--- src/rtl/uart_rx2_if.sv ---
// Serial receive bus: the line into the receiver and the received byte/status coming back out.
// The master drives the line and consumes results; the slave is the receiver itself.
interface uart_rx2_if;
    logic       RX_DATA;
    logic [7:0] RX_BYTE;
    logic       RX_DV;
    logic       FRAME_ERR;
    logic       BUSY;

    modport master (output RX_DATA, input RX_BYTE, RX_DV, FRAME_ERR, BUSY);
    modport slave  (input RX_DATA, output RX_BYTE, RX_DV, FRAME_ERR, BUSY);
endinterface

--- src/rtl/uart_rx2.sv ---
// 8N1 UART receiver: synchronised line, mid-bit sampling from a per-bit cycle counter,
// one-cycle RX_DV / FRAME_ERR pulses, and break tolerance in CLEANUP.
//
// state   | meaning
// IDLE    | line idle, waiting for a synchronised low
// START   | half-bit wait, then confirm start bit is still low
// DATA    | sample 8 data bits at their midpoints, LSB first
// STOP    | sample stop bit, publish byte or flag framing error
// CLEANUP | wait for the line to return high before re-arming
module uart_rx2 #(
    parameter int UART_BAUD    = 9600,
    parameter int CLKS_PER_BIT = 12_000_000 / UART_BAUD
) (
    input  logic CLK,
    input  logic RST_N,
    uart_rx2_if.slave bus
);
    localparam logic [2:0] IDLE    = 3'd0;
    localparam logic [2:0] START   = 3'd1;
    localparam logic [2:0] DATA    = 3'd2;
    localparam logic [2:0] STOP    = 3'd3;
    localparam logic [2:0] CLEANUP = 3'd4;

    localparam logic [31:0] BIT_TC  = 32'(CLKS_PER_BIT - 1);
    localparam logic [31:0] HALF_TC = 32'((CLKS_PER_BIT / 2) - 1);

    logic        rx_meta;
    logic        rx_sync;
    logic [2:0]  state;
    logic [31:0] cnt;
    logic [2:0]  bit_idx;
    logic [7:0]  shift_q;
    logic [7:0]  rx_byte_q;
    logic        rx_dv_q;
    logic        frame_err_q;

    always_ff @(posedge CLK or negedge RST_N) begin
        if (!RST_N) begin
            rx_meta <= 1'b1;
            rx_sync <= 1'b1;
        end else begin
            rx_meta <= bus.RX_DATA;
            rx_sync <= rx_meta;
        end
    end

    always_ff @(posedge CLK or negedge RST_N) begin
        if (!RST_N) begin
            state       <= IDLE;
            cnt         <= '0;
            bit_idx     <= '0;
            shift_q     <= '0;
            rx_byte_q   <= '0;
            rx_dv_q     <= 1'b0;
            frame_err_q <= 1'b0;
        end else begin
            rx_dv_q     <= 1'b0;
            frame_err_q <= 1'b0;
            case (state)
                IDLE: begin
                    cnt     <= '0;
                    bit_idx <= '0;
                    if (!rx_sync) state <= START;
                end
                START: begin
                    if (cnt == HALF_TC) begin
                        cnt   <= '0;
                        state <= rx_sync ? IDLE : DATA;
                    end else begin
                        cnt <= cnt + 32'd1;
                    end
                end
                DATA: begin
                    if (cnt == BIT_TC) begin
                        cnt              <= '0;
                        shift_q[bit_idx] <= rx_sync;
                        bit_idx          <= bit_idx + 3'd1;
                        if (bit_idx == 3'd7) state <= STOP;
                    end else begin
                        cnt <= cnt + 32'd1;
                    end
                end
                STOP: begin
                    if (cnt == BIT_TC) begin
                        cnt   <= '0;
                        state <= CLEANUP;
                        if (rx_sync) begin
                            rx_byte_q <= shift_q;
                            rx_dv_q   <= 1'b1;
                        end else begin
                            frame_err_q <= 1'b1;
                        end
                    end else begin
                        cnt <= cnt + 32'd1;
                    end
                end
                CLEANUP: begin
                    // A held-low line (break) parks here instead of framing garbage.
                    cnt <= '0;
                    if (rx_sync) state <= IDLE;
                end
                default: begin
                    state   <= IDLE;
                    cnt     <= '0;
                    bit_idx <= '0;
                end
            endcase
        end
    end

    assign bus.RX_BYTE   = rx_byte_q;
    assign bus.RX_DV     = rx_dv_q;
    assign bus.FRAME_ERR = frame_err_q;
    assign bus.BUSY      = (state != IDLE);
endmodule

--- src/flat_wrapper.sv ---
// flat-port wrapper written by rule: the top's interface ports become plain ports
module uart_rx2_flat 
#(
    parameter int UART_BAUD    = 9600,
    parameter int CLKS_PER_BIT = 12_000_000 / UART_BAUD
)
  (CLK, RST_N, bus_RX_DATA, bus_RX_BYTE, bus_RX_DV, bus_FRAME_ERR, bus_BUSY);
  uart_rx2_if bus_i ();
  input  logic CLK;
  input  logic RST_N;
  input wire logic [$bits(bus_i.RX_DATA)-1:0] bus_RX_DATA;
  output wire logic [$bits(bus_i.RX_BYTE)-1:0] bus_RX_BYTE;
  output wire logic [$bits(bus_i.RX_DV)-1:0] bus_RX_DV;
  output wire logic [$bits(bus_i.FRAME_ERR)-1:0] bus_FRAME_ERR;
  output wire logic [$bits(bus_i.BUSY)-1:0] bus_BUSY;
  assign bus_i.RX_DATA = bus_RX_DATA;
  assign bus_RX_BYTE = bus_i.RX_BYTE;
  assign bus_RX_DV = bus_i.RX_DV;
  assign bus_FRAME_ERR = bus_i.FRAME_ERR;
  assign bus_BUSY = bus_i.BUSY;
  uart_rx2 #(.UART_BAUD(UART_BAUD), .CLKS_PER_BIT(CLKS_PER_BIT)) u_core (.CLK(CLK), .RST_N(RST_N), .bus(bus_i));
endmodule
--- config.mk ---
export PLATFORM = sky130hd
export DESIGN_NAME = uart_rx2_flat
export DESIGN_NICKNAME = d
export VERILOG_FILES = /design/src/rtl/uart_rx2_if.sv /design/src/rtl/uart_rx2.sv /design/src/flat_wrapper.sv
export SDC_FILE = /design/constraint.sdc
export NUM_CORES = 1
export LEC_CHECK = 0
export BUFFER_PORTS_ARGS = -buffer_cell sky130_fd_sc_hd__buf_4
export CORE_UTILIZATION = 59
export CTS_CLUSTER_SIZE = 10
export DETAILED_ROUTE_END_ITERATION = 16
export PLACE_DENSITY = 0.8
export SLEW_MARGIN = 20
export SYNTH_ARGS = -nofsm -noshare
export SYNTH_HDL_FRONTEND = slang
export SYNTH_SLANG_ARGS = --single-unit
--- constraint.sdc ---
create_clock -name CLK -period 3.9 [get_ports CLK]
set_input_delay 0.78 -clock CLK [delete_from_list [all_inputs] [get_ports CLK]]
set_output_delay 0.78 -clock CLK [all_outputs]
set_load 0.005 [all_outputs]
==> summary.md <==
| Metric | Value |
|---|---|
| Mapped Cells | 270 |
| Largest net degree at the start of global routing | 59 |
| Worst-path clk slew | 0.06 ns |
| Setup_tns | 0 ns |
| Worst Reg2Reg Path Length in Cells | 6 |
| Die ar. | between 5000 and 6000 um^2 |
| Synth-to-Final Area Change | 10.8% |
| DRT antenna net count | 0 |
| Diode count | 0 |
| Post-CTS setup buffers | 0 |
| Clock Path Buffers | 2 |
| Critical Path RT | just over 4 ns |
| Pwr Density | 357 nW/um^2 |
| Worst skew pair latency | around 0.33 ns |
| Final period util | 0.611 |
| Max-slew violation count | 0 |
| Synth cell types | 35 |
| Total gr overflow | 0 |
| Max IR drop VDD | between 0.2 and 0.25 mV |
| Slew headroom | 0.460 |
| RSZ-0062 raised after global routing | no |
| R2R Path End | u_core.bus.RX_BYTE[0] |
| Synthesized flop and latch total | between 50 and 60 |
| Outcome | finished with violations |
| Placed wire-length estimate | ~3500 um |
| Critical Path AT | 2.59 ns |
| CTS tree | built |
| Gp weighted congestion | about 0.8 |
| Die Wd | about 71 um |
| Mapped Area | ~2800 um^2 |
| Number of core rows | 24 |
| Nature of the critical path endpoint | register |
| Critical path peak fanout | 8 |
| Design Power | 1.12 mW |
| I/O Pins | 14 |
| Reg2reg setup slack | roughly 1.5 ns |
| Core area | roughly 4500 um^2 |
| Post-route cell area | roughly 3100 um^2 |
| Die Ht | 71.2 um |
| Vias in the first global route | between 1,500 and 2,000 |
| Crit path launch type | register |
| Final Hold Fails | 0 |
| Max-Cap Viols | 0 |
| Vias/cell | 5.92 |
| Fraction of layout cells with a size suffix above 1 | 0.173 |
| Syn Nets | 278 |
| Initial antenna violation count | 0 |
| GRT Total Usage | 0.242 |
| Final Net Count | just under 300 |
| DRC Markers | 1 |
| Detailed Route Iter0 Violations | about 230 |
| Fillers | around 350 |
| Resize count post-CTS | 0 |
| Max Clk Rate | between 0.4 and 0.5 GHz |
| Hold Path End | u_core.rx_sync |
| YS warnings | 0 |
| Starting density of the core | 0.632 |
| Syn_area_per_cell | 10.5 um^2 |
| Dpl cell area | slightly below 3000 um^2 |
| Failing checks | DRC |
| H-tree depth | 3 |
| Clock skew | around 0.0057 ns |
| Hold path depth | 0 |
| Worst Hold Class | reg -> reg |
| Tightest Pin Transition | 0.803 ns |
| Final setup fails | 0 |
| Register Area | roughly 1500 um^2 |
| Worst hold start | u_core.rx_meta |
| Shortest period the worst path allows | between 2 and 2.5 ns |
| Hold-fix buffers, CTS | 0 |
| First-pass GRT wire length | ~9400 um |
| CTS Buf Count | 9 |
| Routed WL | 5280 um |
| P_leak | between 1 and 1.5 nW |
| Wirelength per Cell | 15.5 um |
| Post-synthesis sequential area ratio | 0.514 |
| FF-to-FF Start | u_core.cnt[1] |
| Input/output buffers | 13 |
| Root buffer cell | clkbuf_8 |
| Crit path kind | reg -> reg |
| Via Count | around 2,000 |
| Clk sinks | just under 60 |
| First-pass DRT Iterations | 11 |
| Multi-input logic area | about 1300 um^2 |
-- through the flow --
step                instances  utilization  hold WS (ns)  worst slack (ns)
floorplan                 270            -         0.345              1.90
global placement          325        0.659         0.345              1.61
detailed placement        325        0.659         0.348              1.55
CTS                       341        0.700         0.359              1.54
global route              341        0.700         0.360              1.33
finish                    341        0.700         0.356              1.52
-- cell type report --
| cell class | count | area share |
|---|---|---|
| Sequential cell | 58 | 0.464 |
| Tap cell | 52 | 0.0208 |
| Multi-Input combinational cell | 194 | 0.414 |
| Clock inverter | 2 | 0.00319 |
| Timing Repair Buffer | 15 | 0.0359 |
| Inverter | 6 | 0.00719 |
| Clock buffer | 14 | 0.0551 |
-- sequential cells by signal, indices dropped and copies added, names as in the netlist --
| register | count |
|---|---|
| u_core.cnt | 32 |
| u_core.state | 3 |
| u_core.bus.FRAME_ERR | 1 |
| u_core.rx_meta | 1 |
| u_core.shift_q | 8 |
| u_core.rx_sync | 1 |
| u_core.bit_idx | 3 |
| u_core.bus.RX_DV | 1 |
| u_core.bus.RX_BYTE | 8 |
-- synthesized netlist by cell type, drive strengths merged --
| master | instances | share of area |
|---|---|---|
| nor4 | 10 | 0.032 |
| a311oi | 2 | 0.0062 |
| nand4b | 1 | 0.0031 |
| nand2 | 9 | 0.012 |
| xnor2 | 8 | 0.025 |
| and3 | 10 | 0.022 |
| dfrtp | 56 | 0.50 |
| nand3 | 23 | 0.041 |
| clkbuf | 7 | 0.0093 |
| a22oi | 2 | 0.0053 |
| and4 | 3 | 0.0093 |
| nor2b | 2 | 0.0044 |
| or3 | 2 | 0.0044 |
| buf | 5 | 0.0097 |
| nand4 | 13 | 0.029 |
| o2bb2ai | 1 | 0.0031 |
| xor2 | 22 | 0.068 |
| ha | 5 | 0.022 |
| and2 | 2 | 0.0044 |
| nand2b | 2 | 0.0044 |
| nor3b | 2 | 0.0053 |
| o21ai | 5 | 0.0089 |
| mux2i | 1 | 0.0035 |
| a32oi | 1 | 0.0031 |
| o32a | 1 | 0.0035 |
| mux2 | 16 | 0.064 |
| nor4bb | 1 | 0.0035 |
| inv | 6 | 0.0080 |
| nor2 | 40 | 0.053 |
| a31oi | 2 | 0.0044 |
| nor3 | 8 | 0.014 |
| dfstp | 2 | 0.019 |
-- layout by cell type, fill, tap and decap left out, types with 2 or more instances in the layout --
cell	synthesis	layout
inv_1	6	6
nor3b_1	2	2
clkinv_2	0	2
and2_1	2	2
nor4_2	2	2
and4_1	3	3
nand2b_1	2	2
buf_4	1	15
nor4_1	7	7
mux2_2	16	16
nand3_1	23	23
or3_1	2	2
nand4_1	13	13
clkbuf_8	0	12
clkbuf_1	7	2
a311oi_1	2	2
nor2b_1	2	2
nor2_1	40	40
ha_1	5	5
xnor2_1	8	8
dfstp_2	2	2
a31oi_1	2	2
a22oi_1	2	2
and3_1	10	10
o21ai_0	5	5
nor3_1	8	8
nand2_1	9	9
dfrtp_1	56	56
xor2_1	22	22
-- report_power, final --
part / internal [mW] / total (mW) / switching (mW) / leakage [nW]
Sequential: 0.604 / 0.606 / 0.00211 / 0.789
Clock: 0.281 / 0.501 / 0.220 / 0.0965
Combinational: 0.00149 / 0.0129 / 0.0114 / 0.595
Total: 0.886 / 1.12 / 0.234 / 1.48
-- critical path, stage by stage, from the launching register on --
cell and delay, ns:
dfrtp_1 0.42, inv_1 0.12, ha_1 0.14, nor4bb_1 0.31, nand2b_1 0.21, nor4_4 0.64, mux2_2 0.42
-- worst max-delay path by stage --
stage	startpoint	endpoint
floorplan	u_core.cnt[1]	u_core.bus.RX_BYTE[0]
global placement	u_core.cnt[11]	u_core.bus.RX_BYTE[5]
detailed placement	u_core.cnt[1]	u_core.bus.RX_BYTE[0]
CTS	u_core.cnt[1]	u_core.bus.RX_BYTE[0]
global route	u_core.cnt[1]	u_core.cnt[11]
finish	u_core.cnt[1]	u_core.bus.RX_BYTE[0]
-- metal layers --
layer	GRT usage	up-vias	wire length, um
met5	0	-	0
met4	0.118	0	112
met3	0.0478	11	168
met2	0.343	32	2330
met1	0.358	992	2670
li1	-	983	-
-- kinds of logic after synthesis --
logic type | count (synthesis) | synth area share
multiplexers | 17 | 0.0673
adder cells (fa/ha/maj) | 5 | 0.0221
AND/OR/NAND/NOR | 128 | 0.242
XOR/XNOR | 30 | 0.0930
buffers and inverters | 18 | 0.0270
flip-flops | 58 | 0.514
AO/OA/AOI/OAI | 14 | 0.0345
Power figures use the tool's default switching activity.
